## config.mk

```make
export PLATFORM = sky130hd
export DESIGN_NAME = key_debounce2
export DESIGN_NICKNAME = d
export VERILOG_FILES = /design/src/rtl/debounce_pkg.sv /design/src/rtl/debounce_chan.sv /design/src/rtl/key_debounce2.sv
export SDC_FILE = /design/constraint.sdc
export NUM_CORES = 1
export LEC_CHECK = 0
export ABC_CLOCK_PERIOD_IN_PS = 5050
export CAP_MARGIN = 5
export CORE_ASPECT_RATIO = 0.7
export CORE_MARGIN = 1
export CORE_UTILIZATION = 51
export CTS_BUF_LIST = sky130_fd_sc_hd__clkbuf_4
export DETAILED_ROUTE_END_ITERATION = 7
export DONT_BUFFER_PORTS = 1
export PLACE_DENSITY = 0.74
export SLEW_MARGIN = 20
export SYNTH_ARGS = -nofsm -noshare
export SYNTH_HDL_FRONTEND = slang
export SYNTH_SLANG_ARGS = --single-unit
```

## constraint.sdc

```tcl
create_clock -name clk -period 5.05 [get_ports clk]
set_clock_uncertainty 0.1 [all_clocks]
set_input_delay 0.505 -clock clk [delete_from_list [all_inputs] [get_ports clk]]
set_output_delay 0.505 -clock clk [all_outputs]
set_load 0.02 [all_outputs]
```

## src/rtl/debounce_pkg.sv

```systemverilog
// Shared types and constants for the key debounce block.
// The 2-flop input synchronizer is enabled with the DEBOUNCE_SYNC_EN macro.
package debounce_pkg;

    // Gray-coded so that each legal transition flips a single state bit
    typedef enum logic [1:0] {
        IDLE         = 2'b00,
        PRESS_WAIT   = 2'b01,
        PRESSED      = 2'b11,
        RELEASE_WAIT = 2'b10
    } db_state_t;

    localparam int DB_CYCLES_DEFAULT = 1_000_000;

endpackage

```

## src/rtl/debounce_chan.sv

```systemverilog
// One debounce channel: optional synchronizer, four-state FSM, stability counter, level and pulses.
// The synchronizer is present only when DEBOUNCE_SYNC_EN is defined.
module debounce_chan
    import debounce_pkg::*;
#(
    parameter int DB_CYCLES = DB_CYCLES_DEFAULT
) (
    input  logic      clk,
    input  logic      rst,
    input  logic      key_n,
    output logic      level,
    output logic      rise,
    output logic      fall,
    output db_state_t state
);

    localparam int CNT_W = $clog2(DB_CYCLES);
    localparam logic [CNT_W-1:0] CNT_LAST = CNT_W'(DB_CYCLES - 1);

    logic p;

`ifdef DEBOUNCE_SYNC_EN
    logic s1;
    logic s2;

    // Synchronizer resets to the released level so a held key looks like a fresh press
    always_ff @(posedge clk or negedge rst) begin
        if (!rst) begin
            s1 <= 1'b1;
            s2 <= 1'b1;
        end else begin
            s1 <= key_n;
            s2 <= s1;
        end
    end

    assign p = ~s2;
`else
    assign p = ~key_n;
`endif

    db_state_t        state_q, state_d;
    logic [CNT_W-1:0] cnt_q, cnt_d;
    logic             level_q, level_d;
    logic             rise_q, rise_d;
    logic             fall_q, fall_d;

    always_ff @(posedge clk or negedge rst) begin
        if (!rst) begin
            state_q <= IDLE;
            cnt_q   <= '0;
            level_q <= 1'b0;
            rise_q  <= 1'b0;
            fall_q  <= 1'b0;
        end else begin
            state_q <= state_d;
            cnt_q   <= cnt_d;
            level_q <= level_d;
            rise_q  <= rise_d;
            fall_q  <= fall_d;
        end
    end

    // Counter defaults to zero, so it is cleared on every WAIT entry and idles at 0
    always_comb begin
        state_d = state_q;
        cnt_d   = '0;
        level_d = level_q;
        rise_d  = 1'b0;
        fall_d  = 1'b0;
        case (state_q)
            IDLE: begin
                if (p) state_d = PRESS_WAIT;
            end
            PRESS_WAIT: begin
                if (!p) begin
                    state_d = IDLE;
                end else if (cnt_q == CNT_LAST) begin
                    state_d = PRESSED;
                    level_d = 1'b1;
                    rise_d  = 1'b1;
                end else begin
                    cnt_d = cnt_q + 1'b1;
                end
            end
            PRESSED: begin
                if (!p) state_d = RELEASE_WAIT;
            end
            RELEASE_WAIT: begin
                if (p) begin
                    state_d = PRESSED;
                end else if (cnt_q == CNT_LAST) begin
                    state_d = IDLE;
                    level_d = 1'b0;
                    fall_d  = 1'b1;
                end else begin
                    cnt_d = cnt_q + 1'b1;
                end
            end
            default: state_d = IDLE;
        endcase
    end

    assign level = level_q;
    assign rise  = rise_q;
    assign fall  = fall_q;
    assign state = state_q;

endmodule

```

## src/rtl/key_debounce2.sv

```systemverilog
// Two independent key debounce channels feeding the sequence controller's i1/i2 inputs.
// Synchronizers are built only with DEBOUNCE_SYNC_EN defined; this module is wiring only.
module key_debounce2
    import debounce_pkg::*;
#(
    parameter int DB_CYCLES = DB_CYCLES_DEFAULT
) (
    input  logic      clk,
    input  logic      rst,
    input  logic      key1_n,
    input  logic      key2_n,
    output logic      i1,
    output logic      i2,
    output logic      i1_rise,
    output logic      i2_rise,
    output logic      i1_fall,
    output logic      i2_fall,
    output db_state_t dbg_state1,
    output db_state_t dbg_state2
);

    debounce_chan #(
        .DB_CYCLES(DB_CYCLES)
    ) u_chan1 (
        .clk  (clk),
        .rst  (rst),
        .key_n(key1_n),
        .level(i1),
        .rise (i1_rise),
        .fall (i1_fall),
        .state(dbg_state1)
    );

    debounce_chan #(
        .DB_CYCLES(DB_CYCLES)
    ) u_chan2 (
        .clk  (clk),
        .rst  (rst),
        .key_n(key2_n),
        .level(i2),
        .rise (i2_rise),
        .fall (i2_fall),
        .state(dbg_state2)
    );

endmodule

```

## Yosys cells after proc, flatten, opt, wreduce, memory -nomap -nowiden

Cells that the tools add are included.

- Memory bits (read-only): 0
- Latch bits: 0
- Bits in registers: 50
- Input bits: 4
- Logic and storage cells: 86
- Output and inout bits: 10
- RAM bits: 0
- Memories: 0

- Shifts and indexed selects: 0
- Mux-type cells: 42
- Divide/modulo/power cells: 0
- $lt $le $gt $ge: 0
- Bitwise operators: 0
- Reductions and logical operators: 8
- Multiply operators: 0
- Add/subtract/negate cells: 2
- Eq/ne operators: 24

Operator list:

| operator | number |
|---|---|
| $mux W20 | 6 |
| $pmux W20 S2 | 2 |
| $add A20 B1 Y20 const B | 2 |
| $eq A20 B20 Y1 const B | 2 |
| $mux W2 | 12 |
| $mux W1 | 18 |
| $ne A2 B2 Y1 const B | 8 |
| $pmux W2 S4 | 2 |
| $ne A3 B2 Y1 const B | 4 |
| $reduce_and A5 Y1 | 2 |
| $eq A2 B2 Y1 const B | 4 |
| $ne A2 B1 Y1 const B | 4 |
| $reduce_and A4 Y1 | 2 |
| $eq A2 B1 Y1 const B | 2 |
| $logic_not A2 Y1 | 2 |
| $pmux W1 S2 | 2 |
| $reduce_bool A2 Y1 | 2 |

## Depth between registers and ports, before layout

- Depth in word-level cells: 4
- Depth in mapped cells: 8
- Depth with buffers taken out: 6

## Cells and area by module

Synthesis repeated with hierarchy kept, for this count alone.

- Cell total of the unflattened synthesis: 274
- Area, all modules: 2595.0 um^2

By module, submodules not included:

| module | cells each | area each (um^2) | times used | seq. area each (um^2) |
|---|---|---|---|---|
| debounce_chan | 137 | 1297.5 | 2 | 625.6 |

## Least setup slack after synthesis

Ideal clock, no wire load.

- Path type: register -> register
- Start point: reg u_chan2.cnt_q[0]
- End point: reg u_chan2.state_q[1] (netlist: u_chan2.state[1])
- Stages on the path, launching flop included: 8
- Slack: 2.740 ns
- Data required time: 4.825 ns
- Arrival: 2.085 ns
- Path buffers: 1
- Period minus slack after synthesis: 2.310 ns
- Library setup time: 0.125 ns
- Path through: dfrtp_1 ha_1 and4_4 nand2_2 or4_4 buf_6 a221oi_4 mux2_4

- Cells in the longest elaborated chain, start to end: 3
- Elaborated cells on any way between the ends: 4
- Classes of those cells: eq/ne: 3; reduce/logical: 1

Ends and longest elaborated chain:

| what | line | source |
|---|---|---|
| start: declaration | debounce_chan.sv:43 | `logic [CNT_W-1:0] cnt_q, cnt_d;` |
| start signal: assignment | debounce_chan.sv:57 | `cnt_q <= cnt_d;` |
| $eq A20 B20 Y1 (*) | debounce_chan.sv:78, debounce_chan.sv:92 |  |
| $ne A3 B2 Y1 (no line) | n/a |  |
| $reduce_and A4 Y1 (no line) (*) | n/a |  |
| end signal: assignment | debounce_chan.sv:56 | `state_q <= state_d;` |
| end: declaration | debounce_chan.sv:42 | `db_state_t state_q, state_d;` |

Mark *: on every way between the ends. The rest lies on a longest branch, timed or not.
A chain may end at the register's enable or synchronous reset.

## Worst setup path in the final report

- Start point: reg u_chan2.cnt_q[0]
- End point: reg u_chan2.cnt_q[2]

- Cells in the longest elaborated chain, start to end: 4
- Elaborated cells on any way between the ends: 6
- Classes of those cells: add/sub: 1; eq/ne: 1; mux: 4

Ends and longest elaborated chain:

| what | line | source |
|---|---|---|
| $add A20 B1 Y20 or $eq A20 B20 Y1 (tied branches) | n/a |  |
| $mux W20 (*) | debounce_chan.sv:78, debounce_chan.sv:92 |  |
| $mux W20, on equally long branches | debounce_chan.sv:90, debounce_chan.sv:76 |  |
| $pmux W20 S2 (*) | debounce_chan.sv:71 | `case (state_q)` |
| via u_chan2.cnt_d[2] | debounce_chan.sv:43 |  |

The timed path passes the listed nets; every way through them passes the cells marked *.

==> impl_metrics.json <==
{
  "post_cts_resized": 0,
  "syn_area_um2": 2540,
  "cp_max_fo": 20,
  "route.antenna.remaining_nets": 0,
  "clkLatencyLatePin_ns": 0.35,
  "root_buffer": "clkbuf_4",
  "first_global_vias": 1626,
  "drt_first_pass_iters": 4,
  "fmax_ghz": 0.398,
  "hold_class": "primary input to flop",
  "maxCapViolations": 0,
  "vias": 1753,
  "wire_per_inst_um": 12.8,
  "finalSetupTns_ns": 0,
  "slew_headroom": 0.469,
  "layout.nets": 277,
  "fill_cells": 420,
  "worst-setup-path-type": "flop to flop",
  "fin_area_um2": 2680,
  "cts.sink_count": 50,
  "vdd_drop_max_mv": 0.142,
  "io_buffer_count": 0,
  "tightest_slew_ns": 0.794,
  "hold_buffers": 2,
  "cp.arrival_ns": 2.63,
  "status": "completed",
  "rsz0062_at_grt": "no",
  "async_flop_share": 1.00,
  "drt_iter0_markers": 141,
  "drc_errors": 0,
  "clk_path_buf_depth": 2,
  "std_cell_rows": 21,
  "clk_pin_slew_ns": 0.13,
  "cts_htree_levels": 2,
  "cp_data_required_time_ns": 5.16,
  "diodes": 0,
  "fp.dieH_um": 61.0,
  "ys_types": 35,
  "antenna_found_initial": 0,
  "start_util": 0.531,
  "synthFlopType": "dfrtp_1",
  "avgSynthCellArea_um2": 9.80,
  "start_kind": "flop",
  "globalRouteOverflowTotal": 0,
  "post-cts-setup-buffers": 0,
  "track_usage": 0.187,
  "dp_hpwl_mm": 2.94,
  "finalSetupViolations": 0,
  "syn_inst": 259,
  "drive_above_1_share": 0.0530,
  "grt_pass1_wl_mm": 7.51,
  "synth_fp_nets": 273,
  "drt-total-wl_mm": 4.27,
  "cts_tree": "done",
  "grt_max_degree": 51,
  "endpoint_kind": "flop",
  "num_io_pins": 14,
  "ys_seq_area_frac": 0.493,
  "leakage_uw": 0.00114,
  "synth_edf_count": 0,
  "slew_violations": 0,
  "post-route-period-util": 0.498,
  "powerDensity_nw_per_um2": 327,
  "coreArea_um2": 4780,
  "min_period_ns": 2.52,
  "ys_warn_count": 0,
  "hold_viol_final": 0,
  "area_growth_pct": 5.67,
  "dieArea_um2": 5270,
  "vias_per_cell": 5.26,
  "die_w_um": 86.3,
  "ys_seq_elements": 50,
  "gp_congestion": 0.831,
  "dpl-instance-area_um2": 2600,
  "cts_buffers": 5
}
==> path summary, 6_finish.rpt <==
path / slack, ns / cells after the start / end / from
worst max-delay path: 2.53 / 6 / u_chan2.cnt_q[2] / u_chan2.cnt_q[0]
worst min-delay path: 0.12 / 1 / u_chan2.level / key2_n
worst max register to register: 2.53 / 6 / u_chan2.cnt_q[2] / u_chan2.cnt_q[0]
worst min register to register: 0.39 / 1 / u_chan2.cnt_q[0] / u_chan2.cnt_q[0]
max in group asynchronous: 4.09 / 2 / u_chan1.cnt_q[14] / rst
min in group asynchronous: 0.55 / 2 / u_chan2.cnt_q[11] / rst
==> logic make-up after synthesis <==
family,after synthesis,share of synthesized area
AND/OR/NAND/NOR,133,0.253
AO/OA/AOI/OAI,12,0.0370
XOR/XNOR,35,0.121
multiplexers,5,0.0227
adder cells (fa/ha/maj),10,0.0493
flip-flops,50,0.493
buffers and inverters,14,0.0246
==> flip-flops by register name (all words and copies together) (netlist names) <==
signal / count
u_chan1.rise: 1
u_chan1.level: 1
u_chan2.state: 2
u_chan2.rise: 1
u_chan1.fall: 1
u_chan2.cnt_q: 20
u_chan1.cnt_q: 20
u_chan2.level: 1
u_chan1.state: 2
u_chan2.fall: 1
==> per-stage QoR <==
| stage | utilization | power [uW] | hold WS, ns | instances | setup slack, ns |
|---|---|---|---|---|---|
| final | 0.561 | 876 | 0.123 | 333 | 2.53 |
| after global routing | 0.561 | 938 | 0.0913 | 333 | 2.35 |
| after CTS | 0.561 | 882 | 0.107 | 333 | 2.53 |
| after detailed placement | 0.543 | 706 | 0.110 | 323 | 2.53 |
| after global placement | 0.543 | 700 | 0.110 | 323 | 2.62 |
| after floorplan | - | 668 | 0.109 | 259 | 2.74 |
==> cells in the final DEF, fill, tap and decap left out, types with 4 or more instances in the layout <==
| cell type | instances |
|---|---|
| nor2_1 | 55 |
| dfrtp_1 | 50 |
| xor2_1 | 21 |
| nand2_1 | 20 |
| nand3_1 | 20 |
| xnor2_1 | 14 |
| ha_1 | 10 |
| inv_1 | 9 |
| nand4_1 | 9 |
| and3_1 | 6 |
| a21oi_1 | 5 |
| clkbuf_4 | 5 |
| nor4_1 | 4 |
| nor3_1 | 4 |
==> critical path, stage by stage, from the launching register on <==
cell	delay, ns
dfrtp_1	0.41
ha_1	0.23
and4_4	0.25
nand2_2	0.06
or4_4	0.60
nand3_1	0.61
nor2_1	0.12
==> cell type report <==
class / instances / area (um2) / share of cell area
clock inverters: 3 / 11.3 / 0.00420
well taps: 69 / 86.3 / 0.0322
clock buffers: 5 / 37.5 / 0.0140
inverters: 9 / 33.8 / 0.0126
repair buffers: 2 / 37.5 / 0.0140
multi-input cells: 195 / 1220 / 0.457
flip-flops and latches: 50 / 1250 / 0.466
==> cells in the mapped netlist (2+ instances only) <==
cell type  number  area [um2]
nor2_1         55         206
dfrtp_1        50        1250
xor2_1         21         184
nand2_1        20        75.1
nand3_1        20         100
xnor2_1        14         123
ha_1           10         125
inv_1           9        33.8
nand4_1         9        56.3
and3_1          6        37.5
a21oi_1         5        25.0
nor3_1          4        20.0
nor4_1          4        25.0
and4_1          3        26.3
a2bb2oi_1       2        17.5
and2_1          2        12.5
buf_2           2        10.0
clkbuf_1        2        7.51
mux2_2          2        22.5
mux2i_1         2        20.0
o21ai_0         2        10.0
or3_1           2        12.5
==> routing by layer <==
layer  part of all wire  track usage
met1               0.53        0.274
met2               0.41        0.270
met3              0.052       0.0563
met4             0.0080       0.0524
met5                  0            0
==> where the power goes <==
group	total [uW]	internal [uW]	switching, uW
combinational	237	93.5	143
clock	166	49.9	116
sequential	473	425	48.0
Note: power is estimated with default switching activity, not from simulation.
